--- src/rtl/mdu_sequencer.sv ---
// Iterative RV32M multiply/divide unit: shift-add multiplier and restoring divider,
// one result bit per cycle, with single-cycle shortcuts for divide-by-zero and signed overflow.
module mdu_sequencer #(
    parameter int WIDTH = 32
) (
    input  logic             clk,
    input  logic             reset,
    input  logic             start,
    input  logic             flush,
    input  logic [2:0]       Funct3,
    input  logic [WIDTH-1:0] SrcA,
    input  logic [WIDTH-1:0] SrcB,
    output logic             busy,
    output logic             done,
    output logic [WIDTH-1:0] Result
);
    localparam int CW = $clog2(WIDTH);

    typedef enum logic [1:0] {IDLE, CALC, DONE} state_t;

    state_t           state_q, state_d;
    logic [CW-1:0]    cnt_q, cnt_d;
    logic [2:0]       op_q, op_d;
    logic [WIDTH-1:0] mb_q, mb_d, hi_q, hi_d, lo_q, lo_d, res_q, res_d;
    logic             negq_q, negq_d, negr_q, negr_d, spec_q, spec_d, done_q, done_d;

    // Operand decode at launch
    logic             is_div, sgn_a, sgn_b, sa, sb, div_zero, div_ovf;
    logic [WIDTH-1:0] mag_a, mag_b, spec_val;

    assign is_div   = Funct3[2];
    assign sgn_a    = is_div ? ~Funct3[0] : (Funct3[1:0] == 2'b01 || Funct3[1:0] == 2'b10);
    assign sgn_b    = is_div ? ~Funct3[0] : (Funct3[1:0] == 2'b01);
    assign sa       = sgn_a & SrcA[WIDTH-1];
    assign sb       = sgn_b & SrcB[WIDTH-1];
    assign mag_a    = sa ? -SrcA : SrcA;
    assign mag_b    = sb ? -SrcB : SrcB;
    assign div_zero = is_div && (SrcB == '0);
    assign div_ovf  = is_div && !Funct3[0] && (SrcA == {1'b1, {(WIDTH-1){1'b0}}}) && (SrcB == '1);
    assign spec_val = div_zero ? (Funct3[1] ? SrcA : '1) : (Funct3[1] ? '0 : SrcA);

    // hi/lo hold {partial product, multiplier} for MUL* and {remainder, quotient} for DIV*
    logic [WIDTH:0]     mul_sum, div_sh;
    logic               div_ge;
    logic [2*WIDTH-1:0] prod, prod_fix;
    logic [WIDTH-1:0]   quo_fix, rem_fix, final_res;

    assign mul_sum  = {1'b0, hi_q} + (lo_q[0] ? {1'b0, mb_q} : '0);
    assign div_sh   = {hi_q, lo_q[WIDTH-1]};
    assign div_ge   = div_sh >= {1'b0, mb_q};
    assign prod     = {hi_q, lo_q};
    assign prod_fix = negq_q ? -prod : prod;
    assign quo_fix  = negq_q ? -lo_q : lo_q;
    assign rem_fix  = negr_q ? -hi_q : hi_q;

    always_comb begin
        final_res = '0;
        if (spec_q)               final_res = lo_q;
        else if (op_q[2])         final_res = op_q[1] ? rem_fix : quo_fix;
        else if (op_q[1:0] == '0) final_res = prod_fix[WIDTH-1:0];
        else                      final_res = prod_fix[2*WIDTH-1:WIDTH];
    end

    always_comb begin
        state_d = state_q;
        cnt_d   = cnt_q;
        op_d    = op_q;
        mb_d    = mb_q;
        hi_d    = hi_q;
        lo_d    = lo_q;
        res_d   = res_q;
        negq_d  = negq_q;
        negr_d  = negr_q;
        spec_d  = spec_q;
        done_d  = 1'b0;
        case (state_q)
            IDLE: begin
                if (start && !flush) begin
                    op_d   = Funct3;
                    cnt_d  = '0;
                    hi_d   = '0;
                    negq_d = sa ^ sb;
                    negr_d = sa;
                    spec_d = div_zero | div_ovf;
                    mb_d   = is_div ? mag_b : mag_a;
                    lo_d   = (div_zero | div_ovf) ? spec_val : (is_div ? mag_a : mag_b);
                    state_d = (div_zero | div_ovf) ? DONE : CALC;
                end
            end
            CALC: begin
                if (flush) begin
                    state_d = IDLE;
                end else begin
                    if (op_q[2]) begin
                        hi_d = div_ge ? WIDTH'(div_sh - {1'b0, mb_q}) : div_sh[WIDTH-1:0];
                        lo_d = {lo_q[WIDTH-2:0], div_ge};
                    end else begin
                        hi_d = mul_sum[WIDTH:1];
                        lo_d = {mul_sum[0], lo_q[WIDTH-1:1]};
                    end
                    cnt_d = cnt_q + CW'(1);
                    if (cnt_q == CW'(WIDTH-1)) state_d = DONE;
                end
            end
            DONE: begin
                state_d = IDLE;
                if (!flush) begin
                    res_d  = final_res;
                    done_d = 1'b1;
                end
            end
            default: state_d = IDLE;
        endcase
    end

    always_ff @(posedge clk or posedge reset) begin
        if (reset) begin
            state_q <= IDLE;
            cnt_q   <= '0;
            op_q    <= '0;
            mb_q    <= '0;
            hi_q    <= '0;
            lo_q    <= '0;
            res_q   <= '0;
            negq_q  <= 1'b0;
            negr_q  <= 1'b0;
            spec_q  <= 1'b0;
            done_q  <= 1'b0;
        end else begin
            state_q <= state_d;
            cnt_q   <= cnt_d;
            op_q    <= op_d;
            mb_q    <= mb_d;
            hi_q    <= hi_d;
            lo_q    <= lo_d;
            res_q   <= res_d;
            negq_q  <= negq_d;
            negr_q  <= negr_d;
            spec_q  <= spec_d;
            done_q  <= done_d;
        end
    end

    assign busy   = (state_q != IDLE);
    assign done   = done_q;
    assign Result = res_q;
endmodule

--- config.mk ---
export PLATFORM = sky130hd
export DESIGN_NAME = mdu_sequencer
export DESIGN_NICKNAME = d
export VERILOG_FILES = /design/src/rtl/mdu_sequencer.sv
export SDC_FILE = /design/constraint.sdc
export NUM_CORES = 1
export LEC_CHECK = 0
export CORE_MARGIN = 4
export CORE_UTILIZATION = 25
export CTS_CLUSTER_SIZE = 24
export DETAILED_ROUTE_END_ITERATION = 8
export PLACE_DENSITY = 0.46
export SYNTH_ARGS = -nofsm -noshare
export SYNTH_HDL_FRONTEND = slang
export SYNTH_SLANG_ARGS = --single-unit
export TNS_END_PERCENT = 100
--- constraint.sdc ---
create_clock -name clk -period 14.31 [get_ports clk]
set_input_delay 2.1465 -clock clk [delete_from_list [all_inputs] [get_ports clk]]
set_output_delay 2.1465 -clock clk [all_outputs]
set_load 0.02 [all_outputs]
==> flow_metrics.py <==
metrics = {
    "run_status": {
        "status": "finished, final reports clean",
    },
    "worst_setup_path": {
        "cp.required_ns": 14.70,
        "critPathSlowestCell": "nor2_1",
        "path_class": "input pin to flop",
        "critPathMaxFanout": 14,
        "cp.arrival_ns": 5.98,
        "critical_path.cell_chain": "clkdlybuf4s50_1 -> inv_1 -> ha_1 -> or4b_2 -> nor4_2 -> and3_1 -> nand2b_1 -> nor2_1 -> o21ai_0 -> a31oi_1",
        "crit_family": "simple AND/OR/NAND/NOR gates",
        "ff2ff_setup_slack_ns": 10.07,
        "startpoint": "SrcB[0]",
        "max_stage_delay_ns": 0.88,
        "r2r-start": "lo_q[0]",
        "critPathCaptureType": "flop",
        "worstSetupStartpointType": "input pin",
        "worst-path-buf-inv": 2,
    },
    "global_routing": {
        "antenna_found_initial": 2,
        "grt_pass1_wl_um": 99500,
        "grt_max_degree": 88,
        "grt_overflow": 0,
        "grt_use_met3_pct": 3.05,
        "grt_util_met2_pct": 30.3,
        "busiest_layer": "met2",
        "grt_pass1_vias": 15200,
        "grtUsageMet1_pct": 27.6,
        "grtUsageTotal_pct": 19.4,
    },
    "detailed_routing": {
        "vias": 16100,
        "drtIter0Drc": 1376,
        "vias_per_cell": 5.64,
        "drt-pass1-iter-count": 5,
        "ant_nets": 0,
        "wl_um": 66100,
        "drt-wirelength-per-cell_um": 23.2,
        "drc": 0,
    },
    "placed_design": {
        "dpl_cell_area_sq_um": 17000,
        "place_hpwl_um": 49900,
        "pre_cts_slack_ns": 8.24,
        "place_congestion": 0.907,
        "portBuffers": 104,
    },
    "die": {
        "die_h_um": 256,
        "ios": 105,
        "fp-row-count": 90,
        "dieArea_sq_um": 65300,
        "core_area_sq_um": 60600,
        "die-width_um": 256,
        "start_util_pct": 25.3,
    },
    "sta": {
        "fin_crit_ns": 5.59,
        "slew_viol_final": 0,
        "tightest_slew_ns": 1.16,
        "timing.final.ws_setup_ns": 8.72,
        "setup_viol": 0,
        "hold_viol": 0,
        "grt_setup_unrepaired": "false",
        "slew_headroom_pct": 22.9,
        "tns_ns": 0,
        "fmax_mhz": 179,
        "whs_ns": 0.482,
        "period_share_pct": 39.1,
        "skew_ns": 0.00972,
    },
    "synthesis": {
        "postSynthAreaPerCell_sq_um": 7.43,
        "synth_cell_types": 83,
        "yosys_warnings": 0,
        "synthTopCellsByArea": "dfrtp_1 23%, o21ai_0 6.5%, ha_1 5.9%, nand2_1 5.8%, xnor2_1 5.7%",
        "synth_edf_count": 0,
        "yosys.area.top_type_share_pct": 23.2,
        "syn_inst": 2062,
        "ys_seq_area_share_pct": 23.2,
        "synth-seq-cells": 142,
        "syn-cell-area_sq_um": 15300,
        "yosysTopAreaCell": "dfrtp_1",
        "synth-main-ff-cell": "dfrtp_1",
        "syn_nets": 2207,
        "synthArstFlopShare_pct": 100,
    },
    "clocking": {
        "clock_latency_ns": 0.47,
        "root_buffer": "clkbuf_16",
        "post_cts_buffers": 0,
        "ctsResizeCount": 0,
        "cts_tree": "yes",
        "cts_hold_buffers": 0,
        "cts_buffer_depth": 2,
        "cts_made_buffers": 17,
        "cts.htree.levels": 4,
        "cts.sinks": 142,
        "cts.clk_slew.worst_paths_ns": 0.07,
    },
    "power": {
        "clockPowerShare_pct": 16.4,
        "power_frac_comb_pct": 58.0,
        "p_seq_share_pct": 25.6,
        "ir_worst_vdd_mv": 0.0995,
        "sw_frac_of_total_pct": 51.6,
        "power.internal_mw": 1.44,
        "powerDensity_nw_per_um2": 169,
        "switchingPower_mw": 1.53,
        "power.leakage_nw": 6.94,
    },
    "cells_and_area": {
        "seq_area_sq_um": 3560,
        "multi_input_area_sq_um": 10900,
        "nets": 2195,
        "post-route-util_pct": 29.0,
        "layout-area-overhead-vs-synth_pct": 14.5,
        "layout-drive-gt1-share_pct": 5.53,
        "final_cell_area_sq_um": 17600,
        "diodes": 0,
        "fillers": 6586,
    },
    "flow_run": {
        "drv_cap": 0,
    },
    "min_path": {
        "hold_start": "mb_q[26]",
        "hp-class": "flop to flop",
    },
}
==> per-stage QoR <==
stage               cells  power (mW)
finish               2844        2.97
global route         2844        3.18
CTS                  2844        2.95
detailed placement   2813        2.45
global placement     2813        2.44
floorplan            2062        1.92
==> registers in the layout (all words and copies together) (netlist names) <==
register  count
hi_q         32
negq_q        1
state_q       2
op_q          3
lo_q         32
Result       32
spec_q        1
done          1
mb_q         32
negr_q        1
cnt_q         5
==> worst reg2reg max path, cell delays in order, from the launching register on <==
cell and delay [ns]:
dfrtp_1 0.44, inv_1 0.09, buf_4 0.36, nor2_1 0.14
ha_1 0.39, a21oi_1 0.26, o21ai_0 0.26, a2111oi_0 0.63
inv_1 0.11, a311o_1 0.40, a221oi_1 0.56, nor2b_1 0.13
mux2i_1 0.15, a32o_1 0.23
==> path summary, 6_finish.rpt <==
path,endpoint,cells past startpoint
max reg2reg,hi_q[30],13
min in group asynchronous,done,2
max,lo_q[29],10
max in group asynchronous,op_q[2],3
min reg2reg,mb_q[26],1
min,mb_q[26],1
==> layer usage <==
metal,vias up,routed length (um),share of wire [%]
met3,93,4470,6.8
li1,7474,-,-
met4,2,1930,2.9
met5,-,13,0.020
met2,676,29200,44
met1,7807,30400,46
==> power by group through the flow <==
stage               logic, mW  clock network, mW  registers, mW
floorplan                1.35                  0          0.563
global placement         1.68                  0          0.760
detailed placement       1.68                  0          0.762
CTS                      1.70              0.498          0.754
global route             1.89              0.513          0.769
finish                   1.72              0.487          0.761
==> cell usage in the layout, fill, tap and decap left out, types with 16 or more instances in the layout <==
cell	n
clkdlybuf4s50_1	103
or3_1	24
nor3_1	32
nand2_1	236
o31ai_1	36
o221ai_1	17
nand4_1	29
inv_1	63
a21o_1	38
xnor2_1	100
and3_1	16
a221oi_1	27
clkbuf_16	17
nor2_1	164
o21ai_0	198
a21oi_1	151
ha_1	72
nand3b_1	24
o211ai_1	44
buf_4	30
mux2i_1	43
dfrtp_1	140
nand3_1	58
a31oi_1	39
xor2_1	100
a211oi_1	21
==> synth_stat cells, types with 44 or more instances <==
master / instances
ha_1: 72
nor2_1: 167
o211ai_1: 44
nand2_1: 236
nand3_1: 58
a21oi_1: 151
o21ai_0: 198
xor2_1: 100
inv_1: 64
xnor2_1: 100
dfrtp_1: 142
clkbuf_1: 135
==> cell type report <==
type                    instances  area share, %
clock inverters                12          0.919
flip-flops and latches        142           20.3
repair buffers                134           7.18
inverters                      65           1.42
clock buffers                  19           2.52
well taps                     782           5.57
multi-input cells            1690           62.1
==> cell families after synthesis <==
group / synth area share (%)
adders and majority gates: 6.14
buffers and inverters: 5.92
and+or+nand+nor: 22.0
AOI/OAI and AO/OA: 27.8
DFF: 23.2
muxes: 3.47
xor gates and xnor gates: 11.4
Note: power is estimated with default switching activity, not from simulation.
